**src/rtl/bpred_pkg.sv**
```systemverilog
// -----------------------------------------------------------------------------
// bpred_pkg
// Shared definitions for the branch predictor training slice:
//   - 2-bit saturating counter encodings (strongly/weakly not-taken/taken)
//   - sat_next(): the counter training rule applied when a branch resolves
// The in-flight queue entry layout depends on the history width, so the
// entry struct lives next to the HIST_BITS parameter in bpred_train.
// -----------------------------------------------------------------------------
package bpred_pkg;

  localparam logic [1:0] SNT = 2'd0;
  localparam logic [1:0] WNT = 2'd1;
  localparam logic [1:0] WT  = 2'd2;
  localparam logic [1:0] ST  = 2'd3;

  // Move the counter one step toward the actual outcome, clamping at the
  // strong states so a long run of one direction cannot wrap around.
  function automatic logic [1:0] sat_next(input logic [1:0] ctr, input logic taken);
    logic [1:0] result;
    result = ctr;
    if (taken) begin
      if (ctr != ST) result = ctr + 2'd1;
    end else begin
      if (ctr != SNT) result = ctr - 2'd1;
    end
    return result;
  endfunction

endpackage

```
**src/rtl/bpred_queue.sv**
```systemverilog
// -----------------------------------------------------------------------------
// bpred_queue
// Synchronous FIFO holding the in-flight predicted branches, oldest at head.
// Ports:
//   clock, reset      rising-edge clock, synchronous active-high reset
//   push_i, data_i    append data_i at the tail
//   pop_i             drop the head entry
//   flush_i           empty the queue; wins over push_i and pop_i
//   head_o            oldest entry (meaningful only when empty_o is low)
//   count_o           number of valid entries, 0..DEPTH
//   full_o, empty_o   occupancy flags from registered state
// The owner never pushes while full nor pops while empty.
// -----------------------------------------------------------------------------
module bpred_queue #(
  parameter int DEPTH = 4,
  parameter int WIDTH = 3
) (
  input  logic                       clock,
  input  logic                       reset,
  input  logic                       push_i,
  input  logic                       pop_i,
  input  logic                       flush_i,
  input  logic [WIDTH-1:0]           data_i,
  output logic [WIDTH-1:0]           head_o,
  output logic [$clog2(DEPTH+1)-1:0] count_o,
  output logic                       full_o,
  output logic                       empty_o
);

  localparam int PW = $clog2(DEPTH);
  localparam int CW = $clog2(DEPTH + 1);

  logic [WIDTH-1:0] mem_q [DEPTH];
  logic [PW-1:0]    wrPtr_q, wrPtr_d;
  logic [PW-1:0]    rdPtr_q, rdPtr_d;
  logic [CW-1:0]    count_q, count_d;

  // Pointer and occupancy bookkeeping. DEPTH is a power of two, so the
  // pointers wrap on their own; the count is one bit wider to hold DEPTH.
  always_comb begin
    wrPtr_d = wrPtr_q;
    rdPtr_d = rdPtr_q;
    count_d = count_q;
    if (flush_i) begin
      wrPtr_d = '0;
      rdPtr_d = '0;
      count_d = '0;
    end else begin
      if (push_i) begin
        wrPtr_d = wrPtr_q + PW'(1);
        count_d = count_d + CW'(1);
      end
      if (pop_i) begin
        rdPtr_d = rdPtr_q + PW'(1);
        count_d = count_d - CW'(1);
      end
    end
  end

  // State register plus storage write; a flushed push is wrong-path and is
  // not written.
  always_ff @(posedge clock) begin
    if (reset) begin
      wrPtr_q <= '0;
      rdPtr_q <= '0;
      count_q <= '0;
    end else begin
      wrPtr_q <= wrPtr_d;
      rdPtr_q <= rdPtr_d;
      count_q <= count_d;
      if (push_i && !flush_i) mem_q[wrPtr_q] <= data_i;
    end
  end

  assign head_o  = mem_q[rdPtr_q];
  assign count_o = count_q;
  assign full_o  = (count_q == CW'(DEPTH));
  assign empty_o = (count_q == '0);

endmodule

```
**src/rtl/bpred_train.sv**
```systemverilog
// -----------------------------------------------------------------------------
// bpred_train
// Training/history half of a two-level branch predictor. Owns the global
// history register (BHR) and the pattern table (BPT) of 2-bit counters,
// tracks predicted branches until execute resolves them, trains counters on
// resolve, and repairs history plus flushes younger branches on mispredict.
// Ports:
//   clock, reset      rising-edge clock, synchronous active-high reset
//   lookup_valid      fetch requests a prediction for a conditional branch
//   lookup_ready      lookup is accepted this cycle (queue not full)
//   lookup_counter    BPT[BHR], combinational; bit 1 is the predicted direction
//   resolve_valid     execute resolves the oldest in-flight branch
//   resolve_taken     actual direction of that branch
//   mispredict        one-cycle pulse the cycle after a mispredicting resolve
//   pending_count     number of in-flight branches
// -----------------------------------------------------------------------------
module bpred_train
  import bpred_pkg::*;
#(
  parameter int HIST_BITS = 2,
  parameter int QDEPTH    = 4
) (
  input  logic                        clock,
  input  logic                        reset,
  input  logic                        lookup_valid,
  output logic                        lookup_ready,
  output logic [1:0]                  lookup_counter,
  input  logic                        resolve_valid,
  input  logic                        resolve_taken,
  output logic                        mispredict,
  output logic [$clog2(QDEPTH+1)-1:0] pending_count
);

  localparam int ENTRIES = 1 << HIST_BITS;

  typedef struct packed {
    logic [HIST_BITS-1:0] hist;
    logic                 pred;
  } entry_t;

  logic [HIST_BITS-1:0] bhr_q, bhr_d;
  logic [1:0]           bpt_q [ENTRIES];
  logic                 mispredict_q;

  entry_t pushEntry, headEntry;
  logic   qFull, qEmpty;
  logic   resolveFire, mispredictNow, lookupFire, popNow;

  // Shift one new outcome into the low end of a history value; the oldest
  // bit falls off the top. Works unchanged for a single-bit history.
  function automatic logic [HIST_BITS-1:0] shiftIn(input logic [HIST_BITS-1:0] h,
                                                   input logic b);
    logic [HIST_BITS-1:0] r;
    r    = h << 1;
    r[0] = b;
    return r;
  endfunction

  assign lookup_counter = bpt_q[bhr_q];
  assign lookup_ready   = !qFull;
  assign mispredict     = mispredict_q;
  assign pushEntry      = '{hist: bhr_q, pred: lookup_counter[1]};

  // Decide what happens this cycle. A mispredicting resolve makes any
  // same-cycle lookup wrong-path, so it is neither pushed nor allowed to
  // shift the history; the repaired history comes from the resolved entry.
  always_comb begin
    resolveFire   = resolve_valid && !qEmpty;
    mispredictNow = resolveFire && (resolve_taken != headEntry.pred);
    lookupFire    = lookup_valid && lookup_ready && !mispredictNow;
    popNow        = resolveFire && !mispredictNow;
    bhr_d         = bhr_q;
    if (mispredictNow) begin
      bhr_d = shiftIn(headEntry.hist, resolve_taken);
    end else if (lookupFire) begin
      bhr_d = shiftIn(bhr_q, lookup_counter[1]);
    end
  end

  bpred_queue #(
    .DEPTH (QDEPTH),
    .WIDTH (HIST_BITS + 1)
  ) u_queue (
    .clock   (clock),
    .reset   (reset),
    .push_i  (lookupFire),
    .pop_i   (popNow),
    .flush_i (mispredictNow),
    .data_i  (pushEntry),
    .head_o  (headEntry),
    .count_o (pending_count),
    .full_o  (qFull),
    .empty_o (qEmpty)
  );

  // History register and the registered mispredict pulse.
  always_ff @(posedge clock) begin
    if (reset) begin
      bhr_q        <= '0;
      mispredict_q <= 1'b0;
    end else begin
      bhr_q        <= bhr_d;
      mispredict_q <= mispredictNow;
    end
  end

  // Pattern table training. The counter indexed by the resolved branch's
  // history is updated whether or not it mispredicted; a same-cycle lookup
  // still sees the old value because the read above is from the register.
  always_ff @(posedge clock) begin
    if (reset) begin
      for (int i = 0; i < ENTRIES; i++) bpt_q[i] <= WNT;
    end else if (resolveFire) begin
      bpt_q[headEntry.hist] <= sat_next(bpt_q[headEntry.hist], resolve_taken);
    end
  end

endmodule

```
**config.mk**
```make
export PLATFORM = sky130hd
export DESIGN_NAME = bpred_train
export DESIGN_NICKNAME = d
export VERILOG_FILES = /design/src/rtl/bpred_pkg.sv /design/src/rtl/bpred_queue.sv /design/src/rtl/bpred_train.sv
export SDC_FILE = /design/constraint.sdc
export NUM_CORES = 1
export LEC_CHECK = 0
export CAP_MARGIN = 25
export CORE_ASPECT_RATIO = 1.4
export CORE_UTILIZATION = 40
export CTS_CLUSTER_SIZE = 30
export DETAILED_ROUTE_END_ITERATION = 7
export PLACE_DENSITY = 0.63
export SYNTH_ARGS = -nofsm -noshare
export SYNTH_HDL_FRONTEND = slang
export SYNTH_SLANG_ARGS = --single-unit
```
**constraint.sdc**
```tcl
create_clock -name clock -period 2.39 [get_ports clock]
set_input_delay 0.478 -clock clock [delete_from_list [all_inputs] [get_ports clock]]
set_output_delay 0.478 -clock clock [all_outputs]
set_load 0.03 [all_outputs]
```
==> results.tsv, run 1 <==
stage	metric	value	unit
logic_synthesis	commonest register cell after synthesis	edfxtp_1	
grt	pin count of the biggest net entering global routing	14	
critical_path	CP Class	flip-flop to flip-flop	
die	die footprint	4384	sq um
power_and_ir_drop	sequential share of power	0.404	
critical_path	CP Cell Sequence	mux4_2 > xnor2_4 > o21ai_4 > mux2i_1 > ha_1 > and3_1 > xnor3_1 > nor2_1	
layout	Fill cells	357	
cts	clock tree buffer depth	2	
cts	TritonCTS buffer count	5	
power_and_ir_drop	Power Dens Cells	1032	nW/um^2
power_and_ir_drop	Pleak	0.7244	nW
cts	clock sink total	34	
logic_synthesis	Mapped Nets	139	
logic_synthesis	synth top area cells	edfxtp_1, dfxtp_1, mux4_2, ha_1, mux2i_1	
sta	max frequency	0.4433	GHz
critical_path	Reg-to-Reg End	u_queue.count_o[2]	
min_path	Hold EP	u_queue.mem_q[0][2]	
sta	Final Max Tran Viols	0	
logic_synthesis	post-synth top area cell	edfxtp_1	
die	Die Width	56.25	microns
die	# rows	27	
drt	Routed Antenna Nets	0	
critical_path	CP endpoint kind	flip-flop	
min_path	Min-Delay Path Class	flip-flop to flip-flop	
outcome	outcome	completed	
drt	via/cell ratio	5.240	
power_and_ir_drop	Pint	0.001318	W
sta	setup_tns	0	ps
power_and_ir_drop	Sw Share	0.3432	
placement	placed cell count	183	
die	io pins	12	
layout	fraction of layout cells with a size suffix above 1	0.2282	
placement	Post-DP HPWL	2291	microns
layout	Area Growth Syn to Fin	18.00	%
critical_path	reg2reg path depth	8	
logic_synthesis	syn avg cell area	12.98	sq um
grt	initial antenna violation count	0	
critical_path	critical path required time	2610	ps
logic_synthesis	synth warn	0	
die	Initial Utilization	0.4169	
sta	min Tclk post-route	2256	ps
drt	drc violations	0	
cts	clk slew on worst S/H paths	70	ps
logic_synthesis	area of the mapped netlist	1648	sq um
drt	drt wl/cell	15.58	microns
cts	clock latency on the worst-skew pair	290	ps
layout	Ant. Diodes	0	
sta	Rel. slew slack	0.6775	
logic_synthesis	register bit total from synthesis	34	
flow_run	number of max-cap violations	0	
logic_synthesis	post-synthesis sequential area ratio	0.5345	
sta	pin slew with the least headroom to its limit	478.6	ps
grt	aggregate global-route resource usage	0.1546	
die	core area	3953	sq um
critical_path	CP max-delay cell	mux4_2	
sta	final hold violation count	0	
layout	nets	160	
sta	Period Utilization, post-route	0.9438	
logic_synthesis	Mapped Cells	127	
sta	final hold slack	530.2	ps
cts	CTS tree	yes	
drt	DRT iter0 DRCs	24	
placement	gpl congestion	0.7782	
grt	vias in the first global route	1065	
power_and_ir_drop	Worst VDD drop	0.7245	mV
cts	clk root buf	clkbuf_8	
logic_synthesis	number of flops mapped to enable cells by yosys	20	
critical_path	crit path DAT	2480	ps
drt	WL final	2992	microns
cts	htree depth	2	
logic_synthesis	top cell types by occurrence after synthesis	edfxtp_1, dfxtp_1, nor2_1, inv_1	
placement	Port Buffers	11	
drt	First-pass DRT Iterations	4	
layout	Finished Layout Cells	192	
critical_path	CP max stage delay	580	ps
logic_synthesis	Synth cell types	36	
grt	first-pass GRT wire length	5071	microns
sta	Final Setup Violations	0	
logic_synthesis	top-area cell type share of the netlist area	0.3645	
die	Die Span Y	77.95	microns
logic_synthesis	most numerous cell in the Yosys netlist	edfxtp_1	
logic_synthesis	Async SR Flop Fraction	0	
min_path	critical hold path startpoint	bhr_q[1]	
power_and_ir_drop	clock group share of total power	0.218	
critical_path	Worst R2R Setup Slack	130	ps
sta	clock skew	3.828	ps
power_and_ir_drop	Net Switching	0.0006887	W
critical_path	CP Max Fanout	3	
power_and_ir_drop	Comb pwr share	0.378	
power_and_ir_drop	Pwr Total	0.002007	W
grt	grt ovf	0	
min_path	hold depth	0	
drt	DR vias	1006	
critical_path	crit path launch type	flip-flop	
[placed cells by master (no fill, tap or decap), types with 2 or more instances in the layout]
cell type        instances
nand2b_1                 5
mux2i_1                  7
inv_1                    8
xnor2_1                  4
clkbuf_8                 6
and3_1                   5
and2_1                   2
nand2_1                  2
a211oi_1                 4
dfxtp_1                 12
mux2_2                   2
nor2b_1                  2
edfxtp_1                20
buf_4                    8
ha_1                     7
nor2_1                  13
nor3_1                   2
maj3_2                   2
dfxtp_2                  2
mux4_2                   5
clkdlybuf4s50_1         10
[worst max path at each step]
stage | start | to | slack [ps] | depth (start not counted)
floorplan | flip-flop | u_queue.count_o[2] | 40 | 8
detailed placement | resolve_taken | u_queue.count_o[2] | -80 | 8
global route | flip-flop | u_queue.count_o[2] | -6 | 8
finish | flip-flop | u_queue.count_o[2] | 130 | 8
CTS | flip-flop | u_queue.count_o[2] | 1 | 8
global placement | resolve_taken | u_queue.count_o[2] | -20 | 8
[routing by layer]
metal,up-vias,share of wire,GRT usage
li1,496,-,-
met1,488,0.40,0.1730
met2,16,0.55,0.2774
met3,6,0.025,0.03500
met4,0,0.020,0.06585
met5,-,0,0
[critical path, delay by kind of cell (launching register included)]
kind / cells / cell delay [ps]
AO/OA/AOI/OAI: 1 / 170
multiplexers: 2 / 790
flip-flops: 1 / 360
XOR/XNOR: 2 / 470
AND/OR/NAND/NOR: 2 / 250
adder cells (fa/ha/maj): 1 / 160
[power by group through the flow]
stage	logic [W]	registers (W)	clock network [W]
final	0.000758	0.000812	0.000437
after global routing	0.000839	0.000825	0.000465
after CTS	0.000747	0.000814	0.000447
after detailed placement	0.000744	0.000827	0
after global placement	0.000724	0.000818	0
after floorplan	0.000483	0.000853	0
[through the flow]
stage	cell area [sq um]	utilization	worst slack, ps
3_3_place_gp	1836	0.4644	-22.73
2_1_floorplan	1653	-	42.01
3_5_place_dp	1836	0.4644	-81.54
4_1_cts	1926	0.4872	1.418
6_report	1944	0.4919	134.2
5_1_grt	1944	0.4919	-6.123
[cells by family (layout without fill, tap and decap cells)]
logic type,Yosys count,count (layout),synth area share
flops,34,34,0.5346
fa+ha+maj,9,9,0.06682
simple gates,39,39,0.1230
compound gates,11,11,0.05315
mux,14,14,0.1268
xor+xnor,7,7,0.05695
buf+inv,13,35,0.03872
[what timing repair did]
action / in CTS / in global routing
endpoints found under the setup margin: 2 / 1
hold buffers: 0 / 0
buffers inserted: 0 / 1
resized for setup: 2 / 2
[final cells by class]
cell class              count  area [sq um]  area share
flip-flops and latches     34         883.3      0.4543
multi-input cells          80         713.2      0.3668
repair buffers             19         168.9     0.08687
clock buffers               6         82.58     0.04247
well taps                  43         53.80     0.02767
inverters                   8         30.03     0.01544
clock inverters             2         12.51    0.006435
Power figures use the tool's default switching activity.
==> inputs of run 2 (changes only) <==
--- a/config.mk
+++ b/config.mk
@@ -8,6 +8,7 @@
 export CAP_MARGIN = 25
 export CORE_ASPECT_RATIO = 1.4
 export CORE_UTILIZATION = 40
+export CTS_BUF_LIST = sky130_fd_sc_hd__clkbuf_2 sky130_fd_sc_hd__clkbuf_4 sky130_fd_sc_hd__clkbuf_8
 export CTS_CLUSTER_SIZE = 30
 export DETAILED_ROUTE_END_ITERATION = 7
 export PLACE_DENSITY = 0.63
==> results of run 2 <==
Same layout as run 1: the final DEF is identical, and so are final timing and power.
==> inputs of run 3 (changes only) <==
--- a/config.mk
+++ b/config.mk
@@ -12,6 +12,7 @@
 export CTS_CLUSTER_SIZE = 30
 export DETAILED_ROUTE_END_ITERATION = 7
 export PLACE_DENSITY = 0.63
+export SLEW_MARGIN = 15
 export SYNTH_ARGS = -nofsm -noshare
 export SYNTH_HDL_FRONTEND = slang
 export SYNTH_SLANG_ARGS = --single-unit
==> results of run 3 <==
Same layout as run 1: the final DEF is identical, and so are final timing and power.
